<file path="src/rtl/uart_module_rx.sv">
// uart_module_rx: 8N1 UART receiver, mid-bit sampling, 1-cycle strobes per frame.
// Latency: rx_valid rises HALF_PERIOD + 9*BIT_PERIOD + 3 cycles after the rx_uart start-bit fall.
// Backpressure: none; rx_byte is held until the next good frame, so the consumer must take each strobe.
// Ports:
//   clk       - system clock, all logic on posedge
//   kill      - synchronous active-high reset, wins over every other event
//   rx_uart   - asynchronous serial line, idle high
//   rx_byte   - last good byte received
//   rx_valid  - 1-cycle pulse, rx_byte just updated by a frame with a good stop bit
//   frame_err - 1-cycle pulse, stop bit sampled low (rx_byte left untouched)
//   busy      - high while a frame is in progress (FSM not idle)

module uart_module_rx #(
  parameter int INPUT_CLK = 50000000,
  parameter int BAUD_RATE = 230400
) (
  input  logic       clk,
  input  logic       kill,
  input  logic       rx_uart,
  output logic [7:0] rx_byte,
  output logic       rx_valid,
  output logic       frame_err,
  output logic       busy
);

  localparam int BIT_PERIOD  = INPUT_CLK / BAUD_RATE;
  localparam int HALF_PERIOD = BIT_PERIOD / 2;
  localparam int CNTR_WIDTH  = $clog2(BIT_PERIOD) + 1;

  localparam logic [CNTR_WIDTH-1:0] BIT_LAST  = CNTR_WIDTH'(BIT_PERIOD - 1);
  localparam logic [CNTR_WIDTH-1:0] HALF_LAST = CNTR_WIDTH'(HALF_PERIOD - 1);

  typedef enum logic [1:0] {
    ST_IDLE  = 2'd0,
    ST_START = 2'd1,
    ST_DATA  = 2'd2,
    ST_STOP  = 2'd3
  } state_t;

  state_t                state_q,     state_d;
  logic                  sync1_q,     sync1_d;
  logic                  sync2_q,     sync2_d;
  logic                  rx_d_q,      rx_d_d;
  logic [CNTR_WIDTH-1:0] cntr_q,      cntr_d;
  logic [2:0]            bit_idx_q,   bit_idx_d;
  logic [7:0]            shift_q,     shift_d;
  logic [7:0]            rx_byte_q,   rx_byte_d;
  logic                  rx_valid_q,  rx_valid_d;
  logic                  frame_err_q, frame_err_d;
  logic                  busy_q,      busy_d;

  logic rx_s;
  logic fall;

  assign rx_s = sync2_q;
  // Edge, not level: a line parked low (break) never starts a frame.
  assign fall = rx_d_q & ~rx_s;

  always_comb begin
    sync1_d     = rx_uart;
    sync2_d     = sync1_q;
    rx_d_d      = sync2_q;
    state_d     = state_q;
    cntr_d      = cntr_q + CNTR_WIDTH'(1);
    bit_idx_d   = bit_idx_q;
    shift_d     = shift_q;
    rx_byte_d   = rx_byte_q;
    rx_valid_d  = 1'b0;
    frame_err_d = 1'b0;

    case (state_q)
      ST_IDLE: begin
        cntr_d = '0;
        if (fall) begin
          state_d = ST_START;
        end
      end
      ST_START: begin
        if (cntr_q == HALF_LAST) begin
          cntr_d = '0;
          // Line back high at mid start bit means it was a glitch.
          if (!rx_s) begin
            state_d   = ST_DATA;
            bit_idx_d = 3'd0;
          end else begin
            state_d = ST_IDLE;
          end
        end
      end
      ST_DATA: begin
        if (cntr_q == BIT_LAST) begin
          cntr_d    = '0;
          shift_d   = {rx_s, shift_q[7:1]};
          bit_idx_d = bit_idx_q + 3'd1;
          if (bit_idx_q == 3'd7) begin
            state_d = ST_STOP;
          end
        end
      end
      ST_STOP: begin
        if (cntr_q == BIT_LAST) begin
          cntr_d = '0;
          // Return to idle at mid stop bit so an immediately following
          // start edge is not missed.
          state_d = ST_IDLE;
          if (rx_s) begin
            rx_byte_d  = shift_q;
            rx_valid_d = 1'b1;
          end else begin
            frame_err_d = 1'b1;
          end
        end
      end
      default: begin
        state_d = ST_IDLE;
        cntr_d  = '0;
      end
    endcase

    busy_d = (state_d != ST_IDLE);
  end

  always_ff @(posedge clk) begin
    if (kill) begin
      state_q     <= ST_IDLE;
      sync1_q     <= 1'b1;
      sync2_q     <= 1'b1;
      rx_d_q      <= 1'b1;
      cntr_q      <= '0;
      bit_idx_q   <= 3'd0;
      shift_q     <= 8'h00;
      rx_byte_q   <= 8'h00;
      rx_valid_q  <= 1'b0;
      frame_err_q <= 1'b0;
      busy_q      <= 1'b0;
    end else begin
      state_q     <= state_d;
      sync1_q     <= sync1_d;
      sync2_q     <= sync2_d;
      rx_d_q      <= rx_d_d;
      cntr_q      <= cntr_d;
      bit_idx_q   <= bit_idx_d;
      shift_q     <= shift_d;
      rx_byte_q   <= rx_byte_d;
      rx_valid_q  <= rx_valid_d;
      frame_err_q <= frame_err_d;
      busy_q      <= busy_d;
    end
  end

  assign rx_byte   = rx_byte_q;
  assign rx_valid  = rx_valid_q;
  assign frame_err = frame_err_q;
  assign busy      = busy_q;

endmodule

</file>
<file path="config.mk">
export PLATFORM = sky130hd
export DESIGN_NAME = uart_module_rx
export DESIGN_NICKNAME = d
export VERILOG_FILES = /design/src/rtl/uart_module_rx.sv
export SDC_FILE = /design/constraint.sdc
export NUM_CORES = 1
export LEC_CHECK = 0
export BUFFER_PORTS_ARGS = -buffer_cell sky130_fd_sc_hd__buf_2
export CAP_MARGIN = 15
export CORE_MARGIN = 2
export CORE_UTILIZATION = 35
export CTS_CLUSTER_DIAMETER = 120
export DETAILED_ROUTE_END_ITERATION = 16
export GPL_TIMING_DRIVEN = 0
export MAX_ROUTING_LAYER = met4
export PLACE_DENSITY = 0.49
export SLEW_MARGIN = 20
export SYNTH_ARGS = -nofsm -noshare
export SYNTH_HDL_FRONTEND = slang
export SYNTH_SLANG_ARGS = --single-unit
</file>
<file path="constraint.sdc">
create_clock -name clk -period 2.3 [get_ports clk]
set_input_delay 0.46 -clock clk [delete_from_list [all_inputs] [get_ports clk]]
set_output_delay 0.46 -clock clk [all_outputs]
set_load 0.05 [all_outputs]
</file>
==> metrics.cfg, run 1 <==
[power_and_ir_drop]
power_mw = 1.253
total_leakage_power_nw = 0.7990
power_density_nw_per_um2 = 733.4
ir_drop_mv = 0.3785

[outcome]
status = finished clean

[setup_path]
r2r-end = shift_q[2]
crit_buf_inv = 2
reg2regPathDepth = 7
critPathMaxFanout = 10
cp_data_required_time_ns = 2.46
reg2reg_from = cntr_q[0]
critPathTopFamily = simple AND/OR/NAND/NOR gates
cp-startpoint = cntr_q[0]
cp_slowest_stage_delay_ns = 0.39
cp-start-kind = flip-flop
worstPathArrival_ns = 1.93
crit_path_top_delay_cell = dfxtp_1
critical_path_class = flip-flop to flip-flop
path_cells = inv_1 > ha_1 > and4b_2 > nand4b_2 > buf_2 > mux2i_1 > nor2_1
setup.worst_path.end_class = flip-flop
reg2reg_slack_ns = 0.53

[die]
rows = 23
die_w_um = 68.56
coreArea_um2 = 4000
boundaryPins = 14
die-area_um2 = 4700
initial_core_util = 0.3647
chipHeight_um = 68.56

[clock_tree]
cts_post_setup_buffers_inserted = 0
cts.reportedPaths.clkPinSlew_ns = 0.07
cts-resized-gates = 0
cts_root_buf = clkbuf_8
cts_num_sinks = 36
numCtsBuffers = 5
htree_levels = 2
insertion_delay_ns = 0.28
cts_tree = yes
cts_hold_buffers = 0
clockBufferDepth = 2

[global_routing]
grt_overflow_total = 0
grt_pass1_wl_um = 4353
grt.total_usage = 0.1334
grt_max_degree = 12
antenna_found_initial = 0
grt_pass1_vias = 947

[route]
detail_route.wl_per_cell_um = 11.98
drt_iter0_drc = 24
antenna_left = 0
dr.pass1.iters = 4
wl_um = 2612
vias = 1030
drc = 0
via_per_inst = 4.725

[final_layout]
drive_gt1_frac = 0.1845
fillers = 389
nets = 174
area_growth_pct = 17.07
final_cell_count_no_fill = 218
diodes = 0
finalInstanceArea_um2 = 1708

[logic_synthesis]
synthArstFlopShare = 0
yosysWarnings = 0
synth_edf_count = 0
seq_area_frac_synth = 0.4940
synthCells = 148
avgSynthCellArea_um2 = 9.857
synth-seq-cells = 36
yosysUniqueCellTypes = 32
syn_area_um2 = 1459
ys.flop_type = dfxtp_1
synth_nets = 155

[sta]
maxSlewViolCount = 0
fin_skew_ns = 0.007611
post-route-period-util = 0.7688
setup_viol = 0
finalHoldViolations = 0
fin_crit_ns = 1.768
relSlewSlack = 0.6803
tns_ns = 0
tightestPinTransition_ns = 0.4781
clock.fmax_mhz = 565.5
rsz0062_at_grt = false

[placed_design]
post-place-cells = 210
gp_congestion = 0.7924
dpl-instance-area_um2 = 1582
portBuffers = 12
dp.final_hpwl_um = 1820

[hold_path]
hold_path_class = input port to flip-flop
hold_start = rx_uart
hold_depth = 2
hold_end = sync1_q

[job]
maxCapViolCount = 0

cells by family after synthesis:
family	count (synthesis)	share of synthesized area
simple gates	62	0.2324
flops	36	0.4940
mux	16	0.1098
buf+inv	12	0.03173
compound gates	11	0.05575
xor+xnor	7	0.04202
fa+ha+maj	4	0.03431
layout by cell type, fill, tap and decap left out, types with 4 or more instances in the layout:
master / count
buf_2: 13
clkbuf_8: 7
dfxtp_1: 36
ha_1: 4
inv_1: 8
mux2i_1: 16
nand2_1: 4
nand3_1: 7
nor2_1: 31
nor3_1: 4
xnor2_1: 6
Yosys cell counts (2+ instances only):
cell / count / area share
a21o_1: 2 / 0.010
a21oi_1: 3 / 0.010
and2_1: 2 / 0.0086
clkbuf_1: 3 / 0.0077
dfxtp_1: 36 / 0.49
ha_1: 4 / 0.034
inv_1: 8 / 0.021
mux2i_1: 16 / 0.11
nand2_1: 4 / 0.010
nand3_1: 7 / 0.024
nand4b_1: 2 / 0.012
nor2_1: 31 / 0.080
nor3_1: 4 / 0.014
or2_2: 3 / 0.013
xnor2_1: 6 / 0.036
power by group:
group | total [mW] | leakage (nW) | switching [mW] | internal [mW]
logic | 0.0241 | 0.444 | 0.0168 | 0.00725
clock network | 0.596 | 0.0645 | 0.214 | 0.382
registers | 0.632 | 0.291 | 0.00425 | 0.628
total | 1.25 | 0.799 | 0.235 | 1.02
flip-flops by register name, indices dropped and copies added (netlist names):
| signal | flops |
|---|---|
| rx_d_d | 1 |
| state_q | 2 |
| busy | 1 |
| sync1_q | 1 |
| bit_idx_q | 3 |
| rx_d_q | 1 |
| cntr_q | 9 |
| frame_err | 1 |
| rx_valid | 1 |
| rx_byte | 8 |
| shift_q | 8 |
routing by layer:
layer	wire length, um	vias to the layer above	GRT usage
li1	-	544	-
met1	1279	464	0.1551
met2	1173	15	0.2019
met3	98	7	0.04383
met4	61	0	0.07500
met5	0	-	-
worst max-delay path by stage:
stage                              end  cells past startpoint  slack, ns
final                       shift_q[2]                      7       0.53
after global routing        shift_q[7]                      7       0.35
after CTS                   shift_q[2]                      7       0.51
after detailed placement    shift_q[2]                      7       0.52
after global placement      shift_q[4]                      7       0.55
after floorplan           bit_idx_q[1]                      6       0.72
per-stage QoR:
step / worst slack [ns] / hold WS (ns) / util
after CTS: 0.5140 / 0.3535 / 0.4270
after detailed placement: 0.5221 / 0.4045 / 0.3954
final: 0.5318 / 0.3590 / 0.4270
after global placement: 0.5500 / 0.3997 / 0.3954
after floorplan: 0.7154 / 0.3895 / -
after global routing: 0.3518 / 0.3583 / 0.4270
area by class of cell:
cell class	count	area, um2	share of cell area
Clock inverter	1	30.03	0.01758
Sequential cell	36	720.7	0.4220
Inverter	8	30.03	0.01758
Timing Repair Buffer	12	60.06	0.03516
Clock buffer	7	96.34	0.05641
Multi-Input combinational cell	100	691.9	0.4051
Buffer	4	16.27	0.009524
Tap cell	50	62.56	0.03663
Note: power is estimated with default switching activity, not from simulation.
==> run 2, diff against run 1 <==
PLACE_DENSITY = 0.51   (was 0.49)
clock period = 1.6 ns   (was 2.3 ns; I/O delays follow)
==> metrics.cfg, run 2 (synthesis gave the netlist of run 1 again) <==
[outcome]
status = finished with violations
violations = negative setup slack

[setup_path]
reg2reg_slack_ns = -0.12  ; -0.65 ns
cp-start-kind = flip-flop
critPathMaxFanout = 4  ; -6
reg2regPathDepth = 6  ; -1
reg2reg_from = cntr_q[0]
cp_data_required_time_ns = 1.81  ; -0.65 ns
worstPathArrival_ns = 1.93  ; about the same
cp-startpoint = cntr_q[0]
setup.worst_path.end_class = flip-flop
cp-endpoint = bit_idx_q[1]
r2r-end = bit_idx_q[1]
critical_path_class = flip-flop to flip-flop

[clock_tree]
cts_num_sinks = 36  ; unchanged
clockBufferDepth = 2  ; unchanged
cts_hold_buffers = 0  ; unchanged
cts_tree = yes
htree_levels = 2  ; unchanged
cts_root_buf = clkbuf_8
cts.reportedPaths.clkPinSlew_ns = 0.07  ; about the same
insertion_delay_ns = 0.28  ; about the same
numCtsBuffers = 5  ; unchanged

[hold_path]
hold_start = rx_uart
hold_path_class = input port to flip-flop

[placed_design]
dp.final_hpwl_um = 1826  ; +0.30%
portBuffers = 12  ; unchanged
gp_congestion = 0.7802  ; -1.5%

[final_layout]
drive_gt1_frac = 0.2543  ; +0.06981
fillers = 392  ; +0.77%
layout_common_cells = dfxtp_1, nor2_1, mux2i_1
nets = 179  ; +2.9%
layout_commonest_cell = dfxtp_1
diodes = 0  ; unchanged
area_growth_pct = 21.87
regMostFlops = cntr_q
largest_reg_flops = 9  ; unchanged

[sta]
rsz0062_at_grt = true
fin_crit_ns = 1.723  ; -0.04525 ns
clock.fmax_mhz = 580.4  ; +2.6%
post-route-period-util = 1.077  ; +0.3081
maxSlewViolCount = 0  ; unchanged
tns_ns = -0.1816  ; -0.1816 ns
relSlewSlack = 0.6681  ; -0.01215
setup_slack_ns = -0.1230  ; -0.6547 ns
finalHoldViolations = 0  ; unchanged
fin_skew_ns = 0.004414  ; -0.003197 ns
hold_slack_ns = 0.2203  ; -0.1387 ns
tightestPinTransition_ns = 0.4978  ; +0.01974 ns
setup_viol = 3  ; +3

[route]
detail_route.wl_per_cell_um = 11.69  ; -2.5%
vias = 1081  ; +5.0%
via_per_inst = 4.848  ; +2.6%
dr.pass1.iters = 4  ; unchanged
antenna_left = 0  ; unchanged
wl_um = 2606  ; -0.23%
drt_iter0_drc = 42  ; +75%
drc = 0  ; unchanged

[power_and_ir_drop]
ir_drop_mv = 0.2641  ; -30%
total_leakage_power_nw = 0.8352  ; +4.5%
power_density_nw_per_um2 = 894.7  ; +22%

[job]
maxCapViolCount = 0  ; unchanged

[global_routing]
grt_pass1_vias = 1026  ; +8.3%
top_usage_layer = met2
grt.total_usage = 0.1394  ; +0.006033
met2_usage = 0.2200  ; +0.01803
grt_pass1_wl_um = 4554  ; +4.6%
use_met3 = 0.05357  ; +0.009740
grt_use_met1 = 0.1512  ; -0.003876
antenna_found_initial = 0  ; unchanged
grt_max_degree = 11  ; -1
grt_overflow_total = 0  ; unchanged

[die]
boundaryPins = 14  ; unchanged
coreArea_um2 = 4000  ; unchanged
rows = 23  ; unchanged
die_w_um = 68.56  ; unchanged
initial_core_util = 0.3647  ; unchanged
die-area_um2 = 4700  ; unchanged
chipHeight_um = 68.56  ; unchanged

run 2: cell type report:
class,count,area [um2],share of cell area
clock buffer,8,90.09,0.05067
buffer,4,26.28,0.01478
tap,50,62.56,0.03519
inverter,8,32.53,0.01830
multi-input combinational,100,743.2,0.4180
sequential,36,725.7,0.4082
timing repair buffer,17,97.59,0.05489
run 2: critical path, cell delays in order (launching register included):
cell	delay, ns
dfxtp_4	0.36
inv_4	0.06
ha_4	0.12
and4b_2	0.30
nand4b_4	0.13
or4b_4	0.54
a21oi_2	0.15
run 2: what timing repair did:
item	CTS	global route
buffers inserted	4	1
gates resized for setup	11	7
pin swaps	3	3
endpoints found under the setup margin	28	30
run 2: metal layers:
layer,wire (um),vias up
li1,-,551
met1,1192,508
met2,1249,18
met3,132,4
met4,31,0
met5,0,-
run 2: stage by stage:
| step | total power, mW | instance area, um2 | setup WS [ns] | cells | util |
|---|---|---|---|---|---|
| global placement | 0.9633 | 1582 | -0.1701 | 210 | 0.3954 |
| CTS | 1.627 | 1738 | -0.08739 | 222 | 0.4345 |
| floorplan | 0.9528 | 1459 | 0.01541 | 148 | - |
| finish | 1.591 | 1778 | -0.1230 | 223 | 0.4445 |
| global route | 1.683 | 1778 | -0.1768 | 223 | 0.4445 |
| detailed placement | 0.9632 | 1582 | -0.1895 | 210 | 0.3954 |
run 2: report_power, final:
| part | total, mW | switching [mW] | internal [mW] |
|---|---|---|---|
| clock | 0.643 | 0.293 | 0.351 |
| combinational | 0.0392 | 0.0257 | 0.0135 |
| sequential | 0.908 | 0.00647 | 0.902 |
| total | 1.59 | 0.325 | 1.27 |
run 2: worst min-delay path by stage:
| stage | end | slack (ns) | cells past startpoint |
|---|---|---|---|
| after floorplan | rx_d_d | 0.39 | 1 |
| after global routing | sync1_q | 0.22 | 2 |
| after detailed placement | rx_d_d | 0.39 | 1 |
| after CTS | sync1_q | 0.21 | 2 |
| final | sync1_q | 0.22 | 2 |
| after global placement | rx_d_d | 0.40 | 1 |
==> run 3, diff against run 2 <==
CORE_UTILIZATION = 51   (was 35)
PLACE_DENSITY = 0.7   (was 0.51)
==> metrics.cfg, run 3 (synthesis gave the netlist of run 1 again) <==
[global_routing]
grt_pass1_wl_um = 4222  ; -7.3%
use_met3 = 0.06803  ; +0.01446
grt_max_degree = 12  ; +1
top_usage_layer = met2
met2_usage = 0.2500  ; +0.03005
grt_pass1_vias = 954  ; -7.0%
grt.total_usage = 0.1756  ; +0.03612
antenna_found_initial = 0  ; unchanged
grt_use_met1 = 0.2145  ; +0.06328
grt_overflow_total = 0  ; unchanged

[final_layout]
regMostFlops = cntr_q
fillers = 217  ; -45%
layout_common_cells = dfxtp_1, nor2_1, mux2i_1
area_growth_pct = 19.38
nets = 183  ; +2.2%
register_area_um2 = 724.4  ; -0.17%
layout_commonest_cell = dfxtp_1
final_cell_count_no_fill = 208  ; -6.7%
largest_reg_flops = 9  ; unchanged
diodes = 0  ; unchanged
final_util = 0.6371  ; +0.1926
multi_input_area_um2 = 739.5  ; -0.51%
drive_gt1_frac = 0.2542  ; about the same

[placed_design]
post-place-cells = 191  ; -9.0%
dp.final_hpwl_um = 1812  ; -0.76%
dpl_worst_slack_ns = -0.1724  ; +0.01714 ns
portBuffers = 12  ; unchanged
gp_congestion = 0.7486  ; -4.1%

[clock_tree]
cts_tree = yes
insertion_delay_ns = 0.34  ; +0.06 ns
cts.reportedPaths.clkPinSlew_ns = 0.10  ; +0.03 ns
numCtsBuffers = 5  ; unchanged
clockBufferDepth = 2  ; unchanged
cts_hold_buffers = 0  ; unchanged
htree_levels = 2  ; unchanged
cts_root_buf = clkbuf_4
cts_num_sinks = 36  ; unchanged

[power_and_ir_drop]
power_density_nw_per_um2 = 836.9  ; -6.5%
power_frac_seq = 0.623  ; +0.052
p_comb_frac = 0.028  ; +0.003
clock_power_share = 0.349  ; -0.055
total_leakage_power_nw = 0.8181  ; -2.0%
ir_drop_mv = 0.8102  ; +210%
power.internal_mw = 1.131  ; -11%
p_switching_uw = 326.4  ; +0.49%
swShare = 0.2240  ; +0.01975

[route]
via_per_inst = 5.337  ; +10%
drc = 0  ; unchanged
dr.pass1.iters = 4  ; unchanged
detail_route.wl_per_cell_um = 13.26  ; +13%
wl_um = 2758  ; +5.8%
drt_iter0_drc = 26  ; -38%
vias = 1110  ; +2.7%
antenna_left = 0  ; unchanged

[outcome]
violations = negative setup slack
status = finished with violations

[sta]
hold_slack_ns = 0.1630  ; -0.05736 ns
rsz0062_at_grt = true
relSlewSlack = 0.6810  ; +0.01289
fin_skew_ns = 0.005418  ; +0.001004 ns
post-route-period-util = 1.058  ; -0.01908
fin_crit_ns = 1.692  ; -0.03053 ns
finalHoldViolations = 0  ; unchanged
maxSlewViolCount = 0  ; unchanged
setup_slack_ns = -0.09244  ; +0.03053 ns
clock.fmax_mhz = 590.9  ; +1.8%
tightestPinTransition_ns = 0.4785  ; -0.01934 ns
setup_viol = 11  ; +8

[die]
coreArea_um2 = 2734  ; -32%
initial_core_util = 0.5336  ; +0.1689
rows = 19  ; -17%
die_w_um = 57.49  ; -16%
boundaryPins = 14  ; unchanged
die-area_um2 = 3305  ; -30%
chipHeight_um = 57.49  ; -16%

[setup_path]
crit_buf_inv = 1  ; unchanged
path_cells = inv_1 > ha_1 > and4b_2 > nand4b_4 > or4b_1 > a21oi_1
cp_data_required_time_ns = 1.88  ; +0.07 ns
crit_path_top_delay_cell = or4b_1
setup.worst_path.end_class = flip-flop
cp-start-kind = flip-flop
critPathTopFamily = simple AND/OR/NAND/NOR gates
worstPathArrival_ns = 1.97  ; +0.04 ns
cp_slowest_stage_delay_ns = 0.53  ; about the same
critPathMaxFanout = 4  ; unchanged
critical_path_class = flip-flop to flip-flop

[job]
maxCapViolCount = 0  ; unchanged

[hold_path]
hold_path_class = input port to flip-flop

[run 3: through the flow]
step | power, mW | area, um2 | setup TNS, ns
2_1_floorplan | 0.9528 | 1459 | 0
3_3_place_gp | 0.9630 | 1558 | -1.190
3_5_place_dp | 0.9637 | 1558 | -2.644
4_1_cts | 1.472 | 1689 | -0.3724
5_1_grt | 1.518 | 1742 | -1.957
6_report | 1.458 | 1742 | -0.5995
[run 3: worst register-to-register path, stage by stage, from the launching register on]
cell	delay (ns)
dfxtp_2	0.33
inv_1	0.05
ha_1	0.15
and4b_2	0.32
nand4b_4	0.12
or4b_1	0.53
a21oi_1	0.15
[run 3: final timing paths]
| kind | start | to | slack [ns] | cells after the start |
|---|---|---|---|---|
| hold / removal | rx_uart | sync1_q | 0.16 | 2 |
| setup reg to reg | cntr_q[0] | bit_idx_q[1] | -0.09 | 6 |
| setup / recovery | cntr_q[0] | bit_idx_q[1] | -0.09 | 6 |
| hold reg to reg | sync1_q | rx_d_d | 0.44 | 1 |
[run 3: cell type report]
cell class                      count  share of cell area
Clock inverter                      1            0.004310
Inverter                            8             0.01724
Timing Repair Buffer               22             0.07759
Sequential cell                    36              0.4159
Tap cell                           31             0.02227
Multi-Input combinational cell    100              0.4246
Clock buffer                        7             0.03161
Buffer                              3            0.006466
[run 3: power groups by stage]
stage | clock network (mW) | registers, mW | logic [mW]
finish | 0.508 | 0.908 | 0.0408
global route | 0.564 | 0.910 | 0.0442
floorplan | 0 | 0.932 | 0.0210
global placement | 0 | 0.929 | 0.0345
detailed placement | 0 | 0.929 | 0.0348
CTS | 0.524 | 0.908 | 0.0398
[run 3: what timing repair did]
action / in CTS / in global routing
setup endpoints to repair: 28 / 28
pin swaps: 1 / 3
gates resized for setup: 7 / 4
gates cloned: 0 / 0
setup buffers: 5 / 5
[run 3: layer usage]
metal,wire length (um),part of all wire,up-vias
met1,1311,0.48,515
met2,1274,0.46,27
met4,45,0.016,0
li1,-,-,564
met3,126,0.046,4
met5,0,0,-
